`config.mk`:
```
export PLATFORM = sky130hd
export DESIGN_NAME = radix4_booth_wallace_24
export DESIGN_NICKNAME = d
export VERILOG_FILES = /design/src/rtl/radix4_booth_wallace_24.sv
export SDC_FILE = /design/constraint.sdc
export NUM_CORES = 1
export LEC_CHECK = 0
export BUFFER_PORTS_ARGS = -buffer_cell sky130_fd_sc_hd__buf_2
export CORE_ASPECT_RATIO = 1.4
export CORE_MARGIN = 3
export CORE_UTILIZATION = 45
export DETAILED_ROUTE_END_ITERATION = 12
export GPL_TIMING_DRIVEN = 0
export MAX_ROUTING_LAYER = met4
export PLACE_DENSITY = 0.6
export SLEW_MARGIN = 0
export SYNTH_ARGS = -nofsm -noshare
export SYNTH_HDL_FRONTEND = slang
export SYNTH_SLANG_ARGS = --single-unit
```
`constraint.sdc`:
```
create_clock -name clk -period 0.8 [get_ports clk]
set_clock_uncertainty 0.1 [all_clocks]
set_input_delay 0.04 -clock clk [delete_from_list [all_inputs] [get_ports clk]]
set_output_delay 0.04 -clock clk [all_outputs]
set_load 0.1 [all_outputs]
```
`src/rtl/radix4_booth_wallace_24.sv`:
```
// +--------------------------------------------------------------------------+
// | radix4_booth_wallace_24: 24x24 signed/unsigned radix-4 Booth multiplier   |
// | Wallace-tree CSA reduction, final CPA, one output register. Rev 1.0       |
// +--------------------------------------------------------------------------+
`default_nettype none

module radix4_booth_wallace_24 (
   input  logic        clk,
   input  logic        rst_n,
   input  logic        signedFlag,
   input  logic [23:0] multiplicand,
   input  logic [23:0] multiplier,
   output logic [47:0] out
);

   localparam int c_NUM_PP = 13;

   logic [25:0] x_ext;
   logic [26:0] y_pad;
   logic [47:0] rows0 [14];
   logic [47:0] rows1 [10];
   logic [47:0] rows2 [7];
   logic [47:0] rows3 [5];
   logic [47:0] rows4 [4];
   logic [47:0] rows5 [3];
   logic [47:0] rows6 [2];
   logic [47:0] product_d;
   logic [47:0] product_q;

   function automatic logic [47:0] csa_s(input logic [47:0] a, input logic [47:0] b,
                                         input logic [47:0] c);
      return a ^ b ^ c;
   endfunction

   function automatic logic [47:0] csa_c(input logic [47:0] a, input logic [47:0] b,
                                         input logic [47:0] c);
      return ((a & b) | (a & c) | (b & c)) << 1;
   endfunction

   // Booth recoding: 13 sign-extended partial products plus one row holding
   // the +1 negation corrections (they sit on disjoint even bit positions).
   always_comb begin
      logic [2:0]  trip;
      logic        one;
      logic        two;
      logic        neg;
      logic [26:0] mag;
      logic [26:0] sel;
      logic [47:0] corr;
      x_ext = signedFlag ? {{2{multiplicand[23]}}, multiplicand} : {2'b00, multiplicand};
      y_pad = {(signedFlag ? {2{multiplier[23]}} : 2'b00), multiplier, 1'b0};
      corr  = '0;
      trip  = '0;
      one   = 1'b0;
      two   = 1'b0;
      neg   = 1'b0;
      mag   = '0;
      sel   = '0;
      for (int i = 0; i < c_NUM_PP; i++) begin
         trip = y_pad[2*i +: 3];
         one  = trip[1] ^ trip[0];
         two  = (trip == 3'b100) || (trip == 3'b011);
         neg  = trip[2] & ~(trip[1] & trip[0]);
         if (one)
            mag = {x_ext[25], x_ext};
         else if (two)
            mag = {x_ext, 1'b0};
         else
            mag = '0;
         sel = neg ? ~mag : mag;
         rows0[i] = {{21{sel[26]}}, sel} << (2*i);
         corr[2*i] = neg;
      end
      rows0[13] = corr;
   end

   // Wallace layers: 14 -> 10 -> 7 -> 5 -> 4 -> 3 -> 2 rows.
   always_comb begin
      for (int k = 0; k < 4; k++) begin
         rows1[2*k]   = csa_s(rows0[3*k], rows0[3*k+1], rows0[3*k+2]);
         rows1[2*k+1] = csa_c(rows0[3*k], rows0[3*k+1], rows0[3*k+2]);
      end
      rows1[8] = rows0[12];
      rows1[9] = rows0[13];

      for (int k = 0; k < 3; k++) begin
         rows2[2*k]   = csa_s(rows1[3*k], rows1[3*k+1], rows1[3*k+2]);
         rows2[2*k+1] = csa_c(rows1[3*k], rows1[3*k+1], rows1[3*k+2]);
      end
      rows2[6] = rows1[9];

      for (int k = 0; k < 2; k++) begin
         rows3[2*k]   = csa_s(rows2[3*k], rows2[3*k+1], rows2[3*k+2]);
         rows3[2*k+1] = csa_c(rows2[3*k], rows2[3*k+1], rows2[3*k+2]);
      end
      rows3[4] = rows2[6];

      rows4[0] = csa_s(rows3[0], rows3[1], rows3[2]);
      rows4[1] = csa_c(rows3[0], rows3[1], rows3[2]);
      rows4[2] = rows3[3];
      rows4[3] = rows3[4];

      rows5[0] = csa_s(rows4[0], rows4[1], rows4[2]);
      rows5[1] = csa_c(rows4[0], rows4[1], rows4[2]);
      rows5[2] = rows4[3];

      rows6[0] = csa_s(rows5[0], rows5[1], rows5[2]);
      rows6[1] = csa_c(rows5[0], rows5[1], rows5[2]);

      product_d = rows6[0] + rows6[1];
   end

   always_ff @(posedge clk or negedge rst_n) begin
      if (!rst_n)
         product_q <= '0;
      else
         product_q <= product_d;
   end

   assign out = product_q;

endmodule

`default_nettype wire

```
==> results.json, run 1 <==
{
  "syn_area_per_cell_um2": 8.92,
  "setup_viol": 95,
  "drv_cap": 0,
  "yosys-top-cells-area": "fa_1 (33%), xnor2_1 (11%), a22oi_1 (10%)",
  "clk_path_buf_depth": 2,
  "dp_slack_ns": -7.40,
  "first_pass_iters": 5,
  "grt_pass1_wl_um": 123000,
  "cts.sinks": 48,
  "critPathMaxFanout": 7,
  "slew_headroom": 0.371,
  "cp.required_ns": 0.98,
  "fmax_mhz": 154,
  "initial_core_util": 0.458,
  "drt-total-wl_um": 86100,
  "arrival_ns": 6.68,
  "synth_edf_count": 0,
  "yosysTopAreaCellShare": 0.331,
  "grt_max_degree": 49,
  "cts_tree": "built",
  "largest_reg_flops": 48,
  "status": "complete, but fails checks",
  "cp-start-kind": "input pin",
  "coreArea_um2": 41500,
  "grt_pass1_vias": 18900,
  "slew_violations": 0,
  "cts_buffers": 5,
  "synthMostInstantiatedCell": "inv_1",
  "rsz0062_at_grt": "yes",
  "synthFlopType": "dfrtp_1",
  "place.gp.congestion": 1.05,
  "drcViolationCount": 0,
  "synth_cell_types": 67,
  "ys_ff_latch": 48,
  "finalNonFillerCells": 2861,
  "drt-initial-drc-count": 1267,
  "async_flop_share": 1.00,
  "die_area_um2": 44800,
  "netlist_instances": 2132,
  "io_pins": 99,
  "htreeDepth": 2,
  "final_nets": 2835,
  "drive_gt1_frac": 0.321,
  "worst_slack_ns": -5.69,
  "crit_path_end_kind": "flop",
  "root_buffer": "clkbuf_16",
  "gr-total-overflow": 0,
  "yosys-top-cells-count": "inv_1 (370), fa_1 (314), a22oi_1 (256)",
  "portBuffers": 73,
  "clk_pin_slew_ns": 0.10,
  "die_y_um": 249,
  "wl_per_cell_um": 30.1,
  "whs_ns": -0.320,
  "finalCritPeriodShare": 8.12,
  "vias": 17400,
  "grt.total_usage": 0.384,
  "seq_area_frac_synth": 0.0632,
  "hpwl_um": 65500,
  "yosysTopAreaCell": "fa_1",
  "dp.cells": 2745,
  "areaGrowthSynthToFinish_pct": 31.0,
  "num_rows": 88,
  "timing.final.crit_period_ns": 6.49,
  "viasPerCell": 6.07,
  "hold_violations": 49,
  "crit_type": "in -> reg",
  "synth_nets": 2647,
  "antenna_found_initial": 0,
  "die_w_um": 180,
  "hold_path_class": "in -> async",
  "yosys_warnings": 0,
  "synth_area_um2": 19000,
  "detail-route-antenna-nets": 0,
  "worstMarginPinSlew_ns": 0.943,
  "violations": "hold timing, setup timing",
  "antenna_cells": 0
}
## path summary, 6_finish.rpt
check | from | endpoint | slack, ns
max | multiplier[1] | out[47] | -5.69
min | rst_n | out[36] | -0.32
max in group asynchronous | rst_n | out[8] | 0.31
min in group clk | multiplier[1] | out[0] | -0.03
## logic make-up (layout without fill, tap and decap cells)
| logic type | count (synthesis) | in the layout | synth area share |
|---|---|---|---|
| flip-flops | 48 | 48 | 0.0632 |
| multiplexers | 11 | 11 | 0.00579 |
| adder cells (fa/ha/maj) | 464 | 464 | 0.429 |
| buffers and inverters | 556 | 745 | 0.110 |
| other | 1 | 1 | 0.000197 |
| XOR/XNOR | 339 | 339 | 0.156 |
| AO/OA/AOI/OAI | 503 | 503 | 0.185 |
| AND/OR/NAND/NOR | 210 | 210 | 0.0496 |
## per-layer routing
layer / vias up / global-route usage / routed length, um
met1: 8874 / 0.412 / 30200
met5: - / - / 0
li1: 7301 / - / -
met2: 854 / 0.662 / 43700
met4: 0 / 0.247 / 7330
met3: 347 / 0.0555 / 4890
## stage by stage
stage	utilization	setup TNS, ns	cell area, um^2
after CTS	0.565	-225.90	23500
after floorplan	-	-204.61	19400
after detailed placement	0.493	-306.80	20500
after global routing	0.600	-236.16	24900
final	0.600	-229.72	24900
after global placement	0.493	-304.11	20500
## layout by cell type (no fill, tap or decap), types with 19 or more instances in the layout
| master | n |
|---|---|
| fa_2 | 29 |
| nor2_1 | 23 |
| nand2_1 | 92 |
| dfrtp_2 | 47 |
| a21o_1 | 21 |
| clkbuf_1 | 20 |
| clkbuf_4 | 21 |
| inv_1 | 336 |
| ha_4 | 65 |
| xor2_1 | 94 |
| clkbuf_8 | 20 |
| buf_8 | 31 |
| ha_1 | 74 |
| inv_2 | 30 |
| a21oi_1 | 43 |
| buf_4 | 94 |
| a22oi_2 | 47 |
| a21oi_2 | 19 |
| xnor2_2 | 22 |
| a22oi_1 | 209 |
| buf_2 | 27 |
| xnor2_1 | 219 |
| buf_12 | 26 |
| clkbuf_2 | 60 |
| o21ai_0 | 54 |
| fa_1 | 285 |
| buf_6 | 50 |
## area by class of cell
class                   instances  area (um^2)
well taps                     540          676
repair buffers                188         1960
flip-flops and latches         48         1260
clock inverters                 2         15.0
plain buffers                 174         1490
clock buffers                   6          139
multi-input cells            1528        17900
fillers                      3561        16600
inverters                     375         1440
## what timing repair did
action,CTS,global route
endpoints found under the setup margin,144,95
setup buffers,75,41
gates resized for setup,567,258
pin swaps,112,134
gates cloned,1,0
hold endpoints to repair,49,48
## critical path, cell delays in order
cell,delay [ns]
buf_8,0.08
clkbuf_16,0.13
inv_8,0.03
clkbuf_16,0.13
ha_4,0.26
clkbuf_16,0.16
clkbuf_16,0.16
a22oi_2,0.23
xnor2_2,0.10
fa_1,0.52
inv_2,0.06
fa_2,0.58
fa_1,0.46
fa_1,0.53
fa_1,0.44
fa_1,0.53
inv_2,0.05
ha_4,0.28
a21oi_4,0.05
o21ai_2,0.20
nand3b_1,0.16
buf_4,0.13
o221ai_4,0.15
or3_4,0.45
o211ai_4,0.35
a221o_1,0.26
xnor2_1,0.13
Power of run 1 is left out: the tool's default activity adds up to more than one toggle a clock period on the data nets, which glitch-free logic cannot reach.
==> run 2: changes to the inputs <==
--- a/config.mk
+++ b/config.mk
@@ -8,11 +8,11 @@
 export BUFFER_PORTS_ARGS = -buffer_cell sky130_fd_sc_hd__buf_2
 export CORE_ASPECT_RATIO = 1.4
 export CORE_MARGIN = 3
-export CORE_UTILIZATION = 45
+export CORE_UTILIZATION = 40
 export DETAILED_ROUTE_END_ITERATION = 12
 export GPL_TIMING_DRIVEN = 0
 export MAX_ROUTING_LAYER = met4
-export PLACE_DENSITY = 0.6
+export PLACE_DENSITY = 0.54
 export SLEW_MARGIN = 0
 export SYNTH_ARGS = -nofsm -noshare
 export SYNTH_HDL_FRONTEND = slang
==> results.json, run 2 (synthesis results as in run 1) <==
{
  "finalCritPeriodShare": 8.27,
  "die_area_um2": 50200,
  "rsz0062_at_grt": "yes",
  "htreeDepth": 2,
  "cp_top_family": "adder cells",
  "grt_pass1_vias": 18700,
  "final_nets": 2840,
  "die_y_um": 264,
  "viasPerCell": 5.81,
  "gr-total-overflow": 0,
  "critPathBufInv": 5,
  "final_common_cell": "inv_1",
  "first_pass_iters": 6,
  "detail-route-antenna-nets": 0,
  "hold_violations": 49,
  "dp.cells": 2822,
  "hpwl_um": 68500,
  "worst_slack_ns": -5.81,
  "drcViolationCount": 0,
  "grt_pass1_wl_um": 127000,
  "finalNonFillerCells": 2943,
  "largest_reg_flops": 48,
  "timing.final.crit_period_ns": 6.61,
  "cp.required_ns": 0.99,
  "slowest_stage": "fa_1",
  "portBuffers": 73,
  "antenna_found_initial": 0,
  "crit_type": "in -> reg",
  "mostFrequentLayoutCells": "inv_1 (339), fa_1 (285), xnor2_1 (217), a22oi_1 (215), xor2_1 (95)",
  "worstMarginPinSlew_ns": 0.854,
  "num_rows": 93,
  "cts_buffers": 5,
  "slew_violations": 0,
  "crit_path_end_kind": "flop",
  "initial_core_util": 0.408,
  "cp.depth": 22,
  "io_pins": 99,
  "clk_path_buf_depth": 2,
  "arrival_ns": 6.80,
  "cts_tree": "built",
  "whs_ns": -0.310,
  "place.gp.congestion": 1.03,
  "crit_top_cell": "fa_1",
  "cts.sinks": 48,
  "drt-initial-drc-count": 1105,
  "path_cells": "clkbuf_1 > clkbuf_2 > a22oi_1 > xnor2_1 > fa_1 > inv_2 > fa_1 > fa_1 > fa_1 > fa_1 > inv_2 > fa_1 > ha_1 > buf_6 > and3_4 > and2_4 > o21ba_4 > o221ai_4 > or3_4 > o211ai_4 > a221o_1 > xnor2_1",
  "grt_max_degree": 49,
  "hold_path_class": "in -> async",
  "vias": 17100,
  "drive_gt1_frac": 0.322,
  "slew_headroom": 0.431,
  "fin_util": 0.537,
  "violations": "hold timing, setup timing",
  "max_stage_delay_ns": 0.58,
  "setup_viol": 95,
  "grt.total_usage": 0.362,
  "cp-start-kind": "input pin",
  "critPathMaxFanout": 10,
  "status": "complete, but fails checks",
  "drv_cap": 0,
  "antenna_cells": 0,
  "coreArea_um2": 46500,
  "die_w_um": 190,
  "fmax_mhz": 151,
  "clk_pin_slew_ns": 0.11,
  "drt-total-wl_um": 88000,
  "wl_per_cell_um": 29.9,
  "areaGrowthSynthToFinish_pct": 31.5,
  "root_buffer": "clkbuf_16"
}
==> run 2: area by class of cell <==
| type | instances | area (um^2) |
|---|---|---|
| fill | 4272 | 21500 |
| tap | 617 | 772 |
| inverter | 375 | 1440 |
| sequential | 48 | 1260 |
| timing repair buffer | 195 | 2030 |
| buffer | 172 | 1520 |
| clock inverter | 3 | 42.5 |
| multi-input combinational | 1528 | 17800 |
| clock buffer | 5 | 125 |
==> run 2: through the flow <==
stage / instance area (um^2) / TNS [ns] / setup WS (ns)
after detailed placement: 20600 / -314.90 / -7.73
after global routing: 25000 / -237.14 / -5.92
after global placement: 20600 / -308.86 / -7.70
after floorplan: 19400 / -204.61 / -5.41
after CTS: 23400 / -253.47 / -5.75
final: 25000 / -229.99 / -5.81
==> run 2: path summary, 6_finish.rpt <==
kind                                  start      end  slack (ns)
max                        multiplicand[15]  out[47]       -5.81
max in group asynchronous             rst_n  out[12]        0.28
min                                   rst_n  out[46]       -0.31
min in group clk              multiplier[1]   out[0]       -0.04
==> run 2: routing by layer <==
metal / vias up / share of wire / global-route usage
li1: 7318 / - / -
met1: 8713 / 0.36 / 0.396
met2: 742 / 0.50 / 0.624
met3: 315 / 0.053 / 0.0443
met4: 0 / 0.087 / 0.219
met5: - / 0 / -
==> run 2: timing repair <==
item / CTS / global route
pin swaps: 104 / 105
buffers inserted: 74 / 46
endpoints found under the hold margin: 23 / 49
setup endpoints to repair: 144 / 96
cloned: 2 / 1
gates resized for setup: 517 / 311
Power of run 2 is left out for the same reason.
==> run 3: changes to the inputs <==
--- a/config.mk
+++ b/config.mk
@@ -6,13 +6,15 @@
 export NUM_CORES = 1
 export LEC_CHECK = 0
 export BUFFER_PORTS_ARGS = -buffer_cell sky130_fd_sc_hd__buf_2
+export CELL_PAD_IN_SITES_DETAIL_PLACEMENT = 0
+export CELL_PAD_IN_SITES_GLOBAL_PLACEMENT = 1
 export CORE_ASPECT_RATIO = 1.4
 export CORE_MARGIN = 3
-export CORE_UTILIZATION = 40
+export CORE_UTILIZATION = 50
 export DETAILED_ROUTE_END_ITERATION = 12
 export GPL_TIMING_DRIVEN = 0
 export MAX_ROUTING_LAYER = met4
-export PLACE_DENSITY = 0.54
+export PLACE_DENSITY = 0.82
 export SLEW_MARGIN = 0
 export SYNTH_ARGS = -nofsm -noshare
 export SYNTH_HDL_FRONTEND = slang
==> results.json, run 3 (synthesis results as in run 1) <==
{
  "htreeDepth": 2,
  "worst_slack_ns": -5.85,
  "slew_violations": 0,
  "die_y_um": 237,
  "critPathBufInv": 5,
  "detail-route-antenna-nets": 0,
  "critPathMaxFanout": 10,
  "first_pass_iters": 7,
  "initial_core_util": 0.513,
  "drcViolationCount": 0,
  "rsz0062_at_grt": "yes",
  "drt-initial-drc-count": 1763,
  "n_fill_cell": 2870,
  "viasPerCell": 6.41,
  "grt_pass1_wl_um": 121000,
  "cp-start-kind": "input pin",
  "cp.depth": 22,
  "arrival_ns": 6.76,
  "io_pins": 99,
  "die_area_um2": 40400,
  "dp.cells": 2672,
  "grt.total_usage": 0.423,
  "worstMarginPinSlew_ns": 0.946,
  "grt_max_degree": 49,
  "mostFrequentLayoutCells": "inv_1 (344), fa_1 (297), a22oi_1 (227), xnor2_1 (216), buf_4 (105)",
  "timing.final.crit_period_ns": 6.65,
  "coreArea_um2": 37100,
  "cts_tree": "built",
  "cp.required_ns": 0.92,
  "num_rows": 83,
  "final_common_cell": "inv_1",
  "critPathLaunch": "multiplicand[9]",
  "path_cells": "clkbuf_1 > clkbuf_2 > a22oi_1 > xnor2_1 > fa_1 > inv_1 > fa_1 > fa_1 > fa_1 > fa_1 > inv_2 > fa_1 > ha_4 > and3_4 > and2_4 > o21ba_4 > o221ai_4 > or3_4 > o211ai_4 > buf_12 > a2111oi_4 > nand4bb_1",
  "max_stage_delay_ns": 0.56,
  "crit_end": "out[45]",
  "drt-total-wl_um": 87200,
  "clk_path_buf_depth": 2,
  "regArea_um2": 1260,
  "cts_buffers": 5,
  "grt_pass1_vias": 18900,
  "die_w_um": 171,
  "hold_violations": 49,
  "antenna_found_initial": 2,
  "place.gp.congestion": 1.10,
  "finalSetupTns_ns": -237.97,
  "slew_headroom": 0.364,
  "status": "complete, but fails checks",
  "vias": 18000,
  "final_nets": 2854,
  "whs_ns": -0.285,
  "largest_reg_flops": 48,
  "cts.sinks": 48,
  "setup_viol": 95,
  "wl_per_cell_um": 31.0,
  "gr-total-overflow": 0,
  "crit_type": "in -> reg",
  "portBuffers": 73,
  "drv_cap": 0,
  "drive_gt1_frac": 0.319,
  "hold_path_class": "in -> async",
  "crit_path_end_kind": "flop",
  "crit_top_cell": "fa_1",
  "hpwl_um": 63100,
  "multi_input_area_um2": 17900,
  "finalCritPeriodShare": 8.31,
  "finalNonFillerCells": 2809,
  "fmax_mhz": 150,
  "violations": "hold timing, setup timing",
  "root_buffer": "clkbuf_16",
  "clk_pin_slew_ns": 0.10,
  "cp_top_family": "adder cells",
  "areaGrowthSynthToFinish_pct": 30.9,
  "slowest_stage": "fa_1"
}
==> run 3: changes by cell type in the layout (fill, tap and decap cells not counted), moves of 12 or more <==
cell / change
a22oi_2: -12
fa_2: -12
buf_4: +15
buf_8: +14
fa_1: +12
a22oi_1: +12
==> run 3: repair_timing <==
| item | in CTS | in global routing |
|---|---|---|
| gates resized for setup | 532 | 281 |
| pin swaps | 95 | 117 |
| setup buffers | 83 | 57 |
| gates cloned | 0 | 1 |
| endpoints found under the setup margin | 144 | 143 |
| hold endpoints to repair | 49 | 48 |
==> run 3: through the flow <==
stage	util	setup slack, ns	hold WS, ns	area [um^2]
6_report	0.671	-5.85	-0.285	24900
5_1_grt	0.671	-5.91	-0.240	24900
4_1_cts	0.630	-5.74	-0.0681	23300
3_5_place_dp	0.550	-7.48	0.285	20400
3_3_place_gp	0.550	-7.42	0.260	20400
2_1_floorplan	-	-5.41	-0.356	19400
==> run 3: worst min-delay path by stage <==
| stage | start | endpoint | slack (ns) |
|---|---|---|---|
| floorplan | rst_n | out[0] | -0.36 |
| global placement | rst_n | out[8] | 0.26 |
| detailed placement | rst_n | out[8] | 0.29 |
| CTS | rst_n | out[23] | -0.07 |
| global route | rst_n | out[8] | -0.24 |
| finish | rst_n | out[10] | -0.29 |
==> run 3: cell type report <==
cell class              count  area share
flip-flops and latches     48      0.0506
well taps                 467      0.0235
inverters                 375      0.0580
repair buffers            210      0.0852
diodes                      2    0.000201
clock inverters             2    0.000603
multi-input cells        1528       0.718
plain buffers             171      0.0586
clock buffers               6     0.00558
==> run 3: metal layers <==
layer / vias to the layer above / track usage / part of all wire
li1: 7345 / - / -
met1: 9018 / 0.454 / 0.33
met2: 1160 / 0.683 / 0.48
met3: 469 / 0.0696 / 0.079
met4: 0 / 0.342 / 0.11
met5: - / - / 0
Power of run 3 is left out for the same reason.
